## src/rtl/riscv_pkg.sv

```systemverilog
// Shared RISC-V pipeline types: datapath widths and the MEM/WB bundle.
// No logic; consumed by the pipeline register, hazard and forwarding units.
// Field order of mem_wb_t is fixed so packed slices stay stable across users.
package riscv_pkg;

    localparam int XLEN       = 32;
    localparam int REG_ADDR_W = 5;

    // Everything the writeback stage needs from one retiring instruction.
    typedef struct packed {
        logic [XLEN-1:0]       result;
        logic [XLEN-1:0]       read_data;
        logic                  mem_to_reg;
        logic [REG_ADDR_W-1:0] rd;
        logic                  reg_write;
    } mem_wb_t;

endpackage

```

## src/rtl/pipe_reg.sv

```systemverilog
// Generic pipeline register with async clear, sync clear and load enable.
// Latency: one cycle from i_d to o_q.
// Backpressure: i_en = 0 holds the current value; i_clr overrides i_en.
module pipe_reg #(
    parameter int WIDTH = 1
) (
    input  logic             clk,
    input  logic             rst,     // active-low, asynchronous
    input  logic             i_en,
    input  logic             i_clr,
    input  logic [WIDTH-1:0] i_d,
    output logic [WIDTH-1:0] o_q
);

    logic [WIDTH-1:0] r_q;

    // Clear (async reset or sync clear) beats load; no enable means hold.
    always_ff @(posedge clk or negedge rst) begin
        if (!rst) begin
            r_q <= '0;
        end else if (i_clr) begin
            r_q <= '0;
        end else if (i_en) begin
            r_q <= i_d;
        end
    end

    assign o_q = r_q;

endmodule

```

## src/rtl/mem_wb_stage.sv

```systemverilog
// MEM/WB pipeline register plus the shared writeback data mux.
// Latency: one cycle for all registered fields; wb_data is combinational off the registers.
// Backpressure: stall holds every field, flush inserts a bubble and wins over stall.
module mem_wb_stage
    import riscv_pkg::*;
#(
    // Must match the package widths, since the bundle type comes from there.
    parameter int XLEN       = riscv_pkg::XLEN,
    parameter int REG_ADDR_W = riscv_pkg::REG_ADDR_W
) (
    input  logic                  clk,
    input  logic                  rst,
    input  logic                  stall_mem_wb,
    input  logic                  flush_mem_wb,
    input  logic [XLEN-1:0]       result_in_mem_wb,
    input  logic [XLEN-1:0]       read_data_in_mem_wb,
    input  logic                  mem_to_reg_in_mem_wb,
    input  logic [REG_ADDR_W-1:0] rd_in_mem_wb,
    input  logic                  reg_write_in_mem_wb,
    output logic [XLEN-1:0]       result_out_mem_wb,
    output logic [XLEN-1:0]       read_data_out_mem_wb,
    output logic                  mem_to_reg_out_mem_wb,
    output logic [REG_ADDR_W-1:0] rd_out_mem_wb,
    output logic                  reg_write_out_mem_wb,
    output logic [XLEN-1:0]       wb_data_mem_wb
);

    mem_wb_t w_d;
    mem_wb_t w_q;
    logic    w_load_en;

    // Bundle the MEM-stage fields; data is passed untouched, rd = 0 included.
    always_comb begin
        w_d            = '0;
        w_d.result     = result_in_mem_wb;
        w_d.read_data  = read_data_in_mem_wb;
        w_d.mem_to_reg = mem_to_reg_in_mem_wb;
        w_d.rd         = rd_in_mem_wb;
        w_d.reg_write  = reg_write_in_mem_wb;
    end

    assign w_load_en = ~stall_mem_wb;

    pipe_reg #(
        .WIDTH ($bits(mem_wb_t))
    ) u_pipe_reg (
        .clk   (clk),
        .rst   (rst),
        .i_en  (w_load_en),
        .i_clr (flush_mem_wb),
        .i_d   (w_d),
        .o_q   (w_q)
    );

    assign result_out_mem_wb     = w_q.result;
    assign read_data_out_mem_wb  = w_q.read_data;
    assign mem_to_reg_out_mem_wb = w_q.mem_to_reg;
    assign rd_out_mem_wb         = w_q.rd;
    assign reg_write_out_mem_wb  = w_q.reg_write;

    // One writeback source for both the register file and the forwarding unit.
    assign wb_data_mem_wb = w_q.mem_to_reg ? w_q.read_data : w_q.result;

endmodule

```

## config.mk

```make
export PLATFORM = sky130hd
export DESIGN_NAME = mem_wb_stage
export DESIGN_NICKNAME = d
export VERILOG_FILES = /design/src/rtl/riscv_pkg.sv /design/src/rtl/pipe_reg.sv /design/src/rtl/mem_wb_stage.sv
export SDC_FILE = /design/constraint.sdc
export NUM_CORES = 1
export LEC_CHECK = 0
export CAP_MARGIN = 15
export CELL_PAD_IN_SITES_DETAIL_PLACEMENT = 1
export CELL_PAD_IN_SITES_GLOBAL_PLACEMENT = 1
export CORE_UTILIZATION = 27
export CTS_CLUSTER_DIAMETER = 100
export DETAILED_ROUTE_END_ITERATION = 16
export PLACE_DENSITY_LB_ADDON = 0.15
export REMOVE_ABC_BUFFERS = 1
export SLEW_MARGIN = 25
export SYNTH_ARGS = -nofsm -noshare
export SYNTH_HDL_FRONTEND = slang
export SYNTH_SLANG_ARGS = --single-unit
```

## constraint.sdc

```tcl
create_clock -name clk -period 1.1 [get_ports clk]
set_input_delay 0.165 -clock clk [delete_from_list [all_inputs] [get_ports clk]]
set_output_delay 0.165 -clock clk [all_outputs]
set_load 0.05 [all_outputs]
```

### After elaboration in Yosys (flattened, before gate mapping)

Index checks and enable logic that the tools add are counted.
Widths: inputs -> output; s select.

* output and inout port bits: 103
* input port bits: 75
* flip-flop bits (word level): 71

* equality and inequality tests: 1
* muxes and demuxes: 3

Operator list (number)
* $mux 71: 2
* $mux 32: 1
* $ne 2x1->1 const B: 1

### Logic depth before layout (Yosys ltp)

Gate-level depths: netlist of the first run.

* depth in word-level cells: 2
* mapped depth: 4
* gate-level depth less buffers: 2

### By module

A second synthesis of the first run with hierarchy kept.

* cells, all modules: 266
* area, all modules: 3449.6 µm²

By module, submodules not included
* pipe_reg: area an instance 2901.5 µm², cells an instance 229, instances 1
* mem_wb_stage: area an instance 548.0 µm², cells an instance 37, instances 1

### Least setup slack after synthesis of the first run

OpenSTA, ideal clock, no wires.

* path kind: register -> output
* start point: register u_pipe_reg.r_q[6] (netlist: u_pipe_reg.o_q[6])
* end point: output port wb_data_mem_wb[10]
* path buffers: 2
* path slack: -0.437 ns
* arrival time: 1.372 ns
* stages on the path, launching flop included: 4
* path through: dfrtp_1 buf_6 buf_6 mux2_4

* longest elaborated chain between the ends: 1

Ends and longest elaborated chain
* from (decl): line pipe_reg.sv:15 `logic [WIDTH-1:0] r_q;`
* from (signal assigned): line pipe_reg.sv:24 `r_q <= i_d;`
* $mux 32: line mem_wb_stage.sv:62 `assign wb_data_mem_wb = w_q.mem_to_reg ? w_q.read_data : w_q.result;`
* to (decl): line mem_wb_stage.sv:25 `output logic [XLEN-1:0] wb_data_mem_wb`

Every way passes these cells.

### Worst setup path after layout of the first run

* start point: register u_pipe_reg.r_q[6] (netlist: u_pipe_reg.o_q[6])
* end point: output port wb_data_mem_wb[11]

The elaborated chain is that of the path after synthesis.

==> metrics.csv, run 1 <==
stage;metric;value;unit
yosys;synth_area_per_cell;12.9;µm²
floorplanning;num_io_pins;178;
timing;max_freq;628;MHz
setup_path;path_cells;buf_12 > mux2_4 > buf_6;
final_layout;diodes;0;
yosys;synthDistinctLibCells;10;
route;wl_met1;4470;µm
route;wire_per_inst;16.9;µm
global_routing;gr-total-overflow;0;
yosys;syn_area;3420;µm²
clocking;clockBufferDepth;2;
placement;dp_hpwl;8290;µm
final_layout;largest_reg_flops;71;
flow_run;cap_violations;0;
final_layout;fillers;1224;
timing;slew_headroom;84.5;%
route;drcViolationCount;0;
setup_path;path_class;flop to primary output;
final_layout;layout-drive-gt1-share;45.4;%
power_and_ir_drop;ir_drop;671;µV
route;first_iter_violations;77;
clocking;clock_latency;0.33;ns
timing;max_slew.worst_pin.slew;0.233;ns
timing;timing_hold_violations_final;0;
floorplanning;die-area;13100;µm²
yosys;synth_top_cell_by_area;dfrtp_1;
route;top_layer;met4;
worst_hold_path;hold_class;primary input to flop;
floorplanning;rows;40;
route;ant_nets;0;
clocking;cts-buffers-inserted;9;
final_layout;layout.cells.non_filler;683;
placement;port_buffers;177;
yosys;synth_top_area_share;51.9;%
clocking;clk_pin_slew_worst_paths;0.06;ns
floorplanning;start_util;28.0;%
route;dr_wl_met3;957;µm
setup_path;cp.arrival;1.43;ns
final_layout;multi_input_area;1460;µm²
timing;min_period_over_period;145;%
placement;pre_cts_ws;-0.208;ns
setup_path;critPathSlowestCell;dfrtp_2;
timing;setup_viol;91;
yosys;ys_seq_area_share;51.9;%
timing;period_minus_slack;1.59;ns
setup_path;crit_path_start_kind;flop;
clocking;cts_tree;done;
yosys;synth-seq-cells;71;
route;vias;3004;
timing;fin_worst_skew;0;ns
placement;dpl.cell_count;660;
global_routing;grt_usage;18.8;%
yosys;synth_warnings;0;
final_layout;final_nets;585;
clocking;h-tree-depth;3;
power_and_ir_drop;power.total;8.94;mW
setup_path;end_kind;primary output;
route;first_pass_iters;3;
timing;setup_ws;-0.493;ns
final_layout;fin_area;7180;µm²
status;violations;negative setup slack;
global_routing;grt_pass1_wl;18800;µm
final_layout;utilization;58.8;%
floorplanning;fp.dieW;115;µm
global_routing;grt_pass1_vias;3546;
floorplanning;core;12200;µm²
yosys;synthCells;265;
timing;finalMaxSlewViolations;0;
setup_path;critPathMaxStageDelay;0.41;ns
clocking;clkSinkCount;71;
route;finalWirelength;11500;µm
status;status;finished with violations;
route;wl_met2;5950;µm
placement;placed_area;6460;µm²
clocking;cts_root_buf;clkbuf_16;
floorplanning;dieHeight;115;µm
route;via_per_inst;4.40;
global_routing;antenna_found_initial;0;
final_layout;area_growth;110;%
yosys;yosys-top-cells-area;dfrtp_1, mux2i_1, mux2_4, nor2_1, buf_8;
power_and_ir_drop;power.density;1240;nW/µm²
power_and_ir_drop;leakagePower;3.45;nW
setup_path;required;0.94;ns
placement;gp_congestion;0.707;
timing;rsz0062_at_grt;yes;
final_layout;seq_area;1780;µm²
global_routing;grt_start_max_net_pins;44;
setup_path;cp_max_fo;18;
Yosys cell counts:
cell,count
buf_12,1
mux2_2,3
clkbuf_2,1
dfrtp_1,71
mux2i_1,71
buf_6,4
clkbuf_1,7
nor2_1,71
buf_8,7
mux2_4,29
per-layer routing:
layer  vias to the layer above  GRT usage (%)
met1                      1494           20.8
met5                         -              0
met4                         0           5.97
li1                       1382              -
met2                       117           34.1
met3                        11           6.14
layout make-up:
class / instances / area share, %
clock buffers: 13 / 3.76
clock inverters: 3 / 0.557
multi-input cells: 174 / 20.3
flip-flops and latches: 71 / 24.8
well taps: 168 / 2.93
repair buffers: 254 / 47.6
per-stage QoR:
step	setup TNS (ns)	hold slack (ns)
floorplan	-38.19	-0.131
global placement	-5.25	0.0391
detailed placement	-5.44	0.0417
CTS	-19.85	0.149
global route	-21.57	0.166
finish	-18.20	0.161
path summary, 6_finish.rpt:
check,startpoint,cells past startpoint,slack [ns],to
max in group asynchronous,rst,3,0.42,u_pipe_reg.o_q[6]$_DFFE_PN0P_
setup reg to reg,u_pipe_reg.o_q[57]$_DFFE_PN0P_,4,0.08,u_pipe_reg.o_q[57]$_DFFE_PN0P_
hold / removal,flush_mem_wb,2,0.16,u_pipe_reg.o_q[26]$_DFFE_PN0P_
hold reg to reg,u_pipe_reg.o_q[3]$_DFFE_PN0P_,2,0.59,u_pipe_reg.o_q[3]$_DFFE_PN0P_
setup / recovery,u_pipe_reg.o_q[6]$_DFFE_PN0P_,3,-0.49,wb_data_mem_wb[11]
min in group asynchronous,rst,2,0.24,u_pipe_reg.o_q[12]$_DFFE_PN0P_
cells by family after synthesis:
group / Yosys count / synth area share [%]
multiplexers: 103 / 34.5
flip-flops: 71 / 51.9
AND/OR/NAND/NOR: 71 / 7.78
buffers and inverters: 20 / 5.88
worst max-delay path, delay by kind of cell (launching register included):
kind / cells / cell delay, ns
flops: 1 / 0.41
buf+inv: 2 / 0.36
mux: 1 / 0.33
cells in the final DEF, fill, tap and decap left out, drive strengths merged:
cell type	count
clkdlybuf4s50	71
bufinv	1
nor2	71
dfrtp	71
clkbuf	13
clkinv	2
buf	182
mux2i	71
dlygate4sd3	1
mux2	32
report_power, final:
part           internal (mW)  leakage [nW]  switching, mW  total (mW)
Clock                   1.93         0.156           1.09        3.02
Sequential              2.76         0.935          0.127        2.89
Combinational           1.54          2.36           1.49        3.03
timing repair:
action | 4_1_cts | 5_1_grt
hold buffers | 1 | 0
setup buffers | 21 | 31
endpoints found under the hold margin | 71 | 0
endpoints found under the setup margin | 96 | 98
resized for setup | 92 | 32
No activity file was read; power rests on OpenSTA's default activity.
==> run 2: changes to the inputs <==
Settings changed: RECOVER_POWER from default to 25.
==> metrics.csv, run 2 (synthesis results as in run 1) <==
stage;metric;value;unit
global_routing;grt_pass1_vias;3546;
global_routing;antenna_found_initial;0;
clocking;clockBufferDepth;2;
floorplanning;dieHeight;115;µm
final_layout;area_growth;109;%
clocking;clkSinkCount;71;
timing;setup_viol;91;
floorplanning;num_io_pins;178;
final_layout;final_nets;585;
global_routing;grt_start_max_net_pins;44;
placement;dpl.cell_count;660;
global_routing;gr-total-overflow;0;
route;first_pass_iters;3;
placement;gp_congestion;0.707;
timing;min_period_over_period;145;%
final_layout;multi_input_area;1460;µm²
final_layout;layout-drive-gt1-share;45.4;%
floorplanning;start_util;28.0;%
clocking;h-tree-depth;3;
setup_path;required;0.94;ns
clocking;clock_latency;0.33;ns
placement;dp_hpwl;8290;µm
global_routing;grt_usage;18.8;%
final_layout;largest_reg_flops;71;
placement;port_buffers;177;
floorplanning;core;12200;µm²
flow_run;cap_violations;0;
route;wire_per_inst;16.9;µm
clocking;clk_pin_slew_worst_paths;0.06;ns
route;ant_nets;0;
timing;slew_headroom;76.3;%
final_layout;utilization;58.6;%
route;first_iter_violations;76;
floorplanning;die-area;13100;µm²
status;status;finished with violations;
power_and_ir_drop;ir_drop;670;µV
setup_path;cp_max_fo;18;
final_layout;mostFrequentLayoutCell;buf_6;
setup_path;cp.arrival;1.43;ns
clocking;cts_root_buf;clkbuf_16;
worst_hold_path;hold_class;primary input to flop;
clocking;cts-buffers-inserted;9;
setup_path;end_kind;primary output;
floorplanning;fp.dieW;115;µm
route;vias;3003;
setup_path;path_class;flop to primary output;
power_and_ir_drop;leakagePower;3.44;nW
timing;fin_worst_skew;0;ns
global_routing;grt_pass1_wl;18800;µm
final_layout;diodes;0;
final_layout;fillers;1228;
route;drcViolationCount;0;
timing;max_slew.worst_pin.slew;0.356;ns
route;finalWirelength;11500;µm
power_and_ir_drop;power.density;1250;nW/µm²
timing;setup_ws;-0.492;ns
route;via_per_inst;4.40;
final_layout;layout.cells.non_filler;683;
status;violations;negative setup slack;
timing;finalMaxSlewViolations;0;
floorplanning;rows;40;
final_layout;final_cell_mix;buf_6, buf_12, mux2i_1, nor2_1, clkdlybuf4s50_1;
timing;period_minus_slack;1.59;ns
setup_path;crit_path_start_kind;flop;
timing;max_freq;628;MHz
final_layout;seq_area;1780;µm²
timing;timing_hold_violations_final;0;
clocking;cts_tree;done;
timing;rsz0062_at_grt;yes;
run 2: cell count changes in the layout (fill, tap and decap cells not counted), sizes merged:
| cell | before | now |
|---|---|---|
| buf | 182 | 181 |
| clkbuf | 13 | 14 |
run 2: metrics by stage:
step | setup WS [ns] | total power [mW] | setup TNS, ns | instance area, µm² | hold slack [ns]
CTS | -0.535 | 9.03 | -19.85 | 7150 | 0.149
global route | -0.537 | 9.29 | -21.57 | 7160 | 0.166
detailed placement | -0.208 | 5.78 | -5.44 | 6460 | 0.0417
finish | -0.492 | 8.92 | -18.18 | 7160 | 0.161
floorplan | -1.23 | 4.15 | -38.19 | 3220 | -0.131
global placement | -0.193 | 5.74 | -5.25 | 6460 | 0.0391
run 2: repair_timing:
item,in CTS,in global routing
setup buffers,21,31
endpoints found under the hold margin,71,0
resized for setup,92,32
endpoints found under the setup margin,96,98
hold buffers,1,0
run 2: path summary, 6_finish.rpt:
path,to,cells after the start,start,slack (ns)
worst max-delay path,wb_data_mem_wb[11],3,u_pipe_reg.o_q[6]$_DFFE_PN0P_,-0.49
worst min-delay path,u_pipe_reg.o_q[26]$_DFFE_PN0P_,2,flush_mem_wb,0.16
worst max register to register,u_pipe_reg.o_q[57]$_DFFE_PN0P_,4,u_pipe_reg.o_q[57]$_DFFE_PN0P_,0.09
worst min register to register,u_pipe_reg.o_q[3]$_DFFE_PN0P_,2,u_pipe_reg.o_q[3]$_DFFE_PN0P_,0.59
max in group asynchronous,u_pipe_reg.o_q[14]$_DFFE_PN0P_,3,rst,0.18
min in group asynchronous,u_pipe_reg.o_q[12]$_DFFE_PN0P_,2,rst,0.28
run 2: critical path: stages, from the launching register on:
cell	delay, ns
dfrtp_2	0.41
buf_12	0.20
mux2_4	0.33
buf_6	0.16
run 2: metal layers:
layer / part of all wire (%) / track usage (%) / wire length (µm)
met2: 52 / 34.1 / 5940
met4: 1.2 / 5.97 / 140
met5: 0 / 0 / 0
met1: 39 / 20.8 / 4480
met3: 8.3 / 6.14 / 959
run 2: power by group:
| group | total [mW] | leakage, nW | switching [mW] | internal, mW |
|---|---|---|---|---|
| clock | 3.02 | 0.156 | 1.08 | 1.93 |
| sequential | 2.89 | 0.935 | 0.127 | 2.76 |
| combinational | 3.02 | 2.35 | 1.49 | 1.53 |
run 2: final cells by class:
cell class / instances / area share, %
repair buffers: 254 / 47.4
flip-flops and latches: 71 / 24.9
multi-input cells: 174 / 20.4
clock buffers: 13 / 3.78
well taps: 168 / 2.94
clock inverters: 3 / 0.559
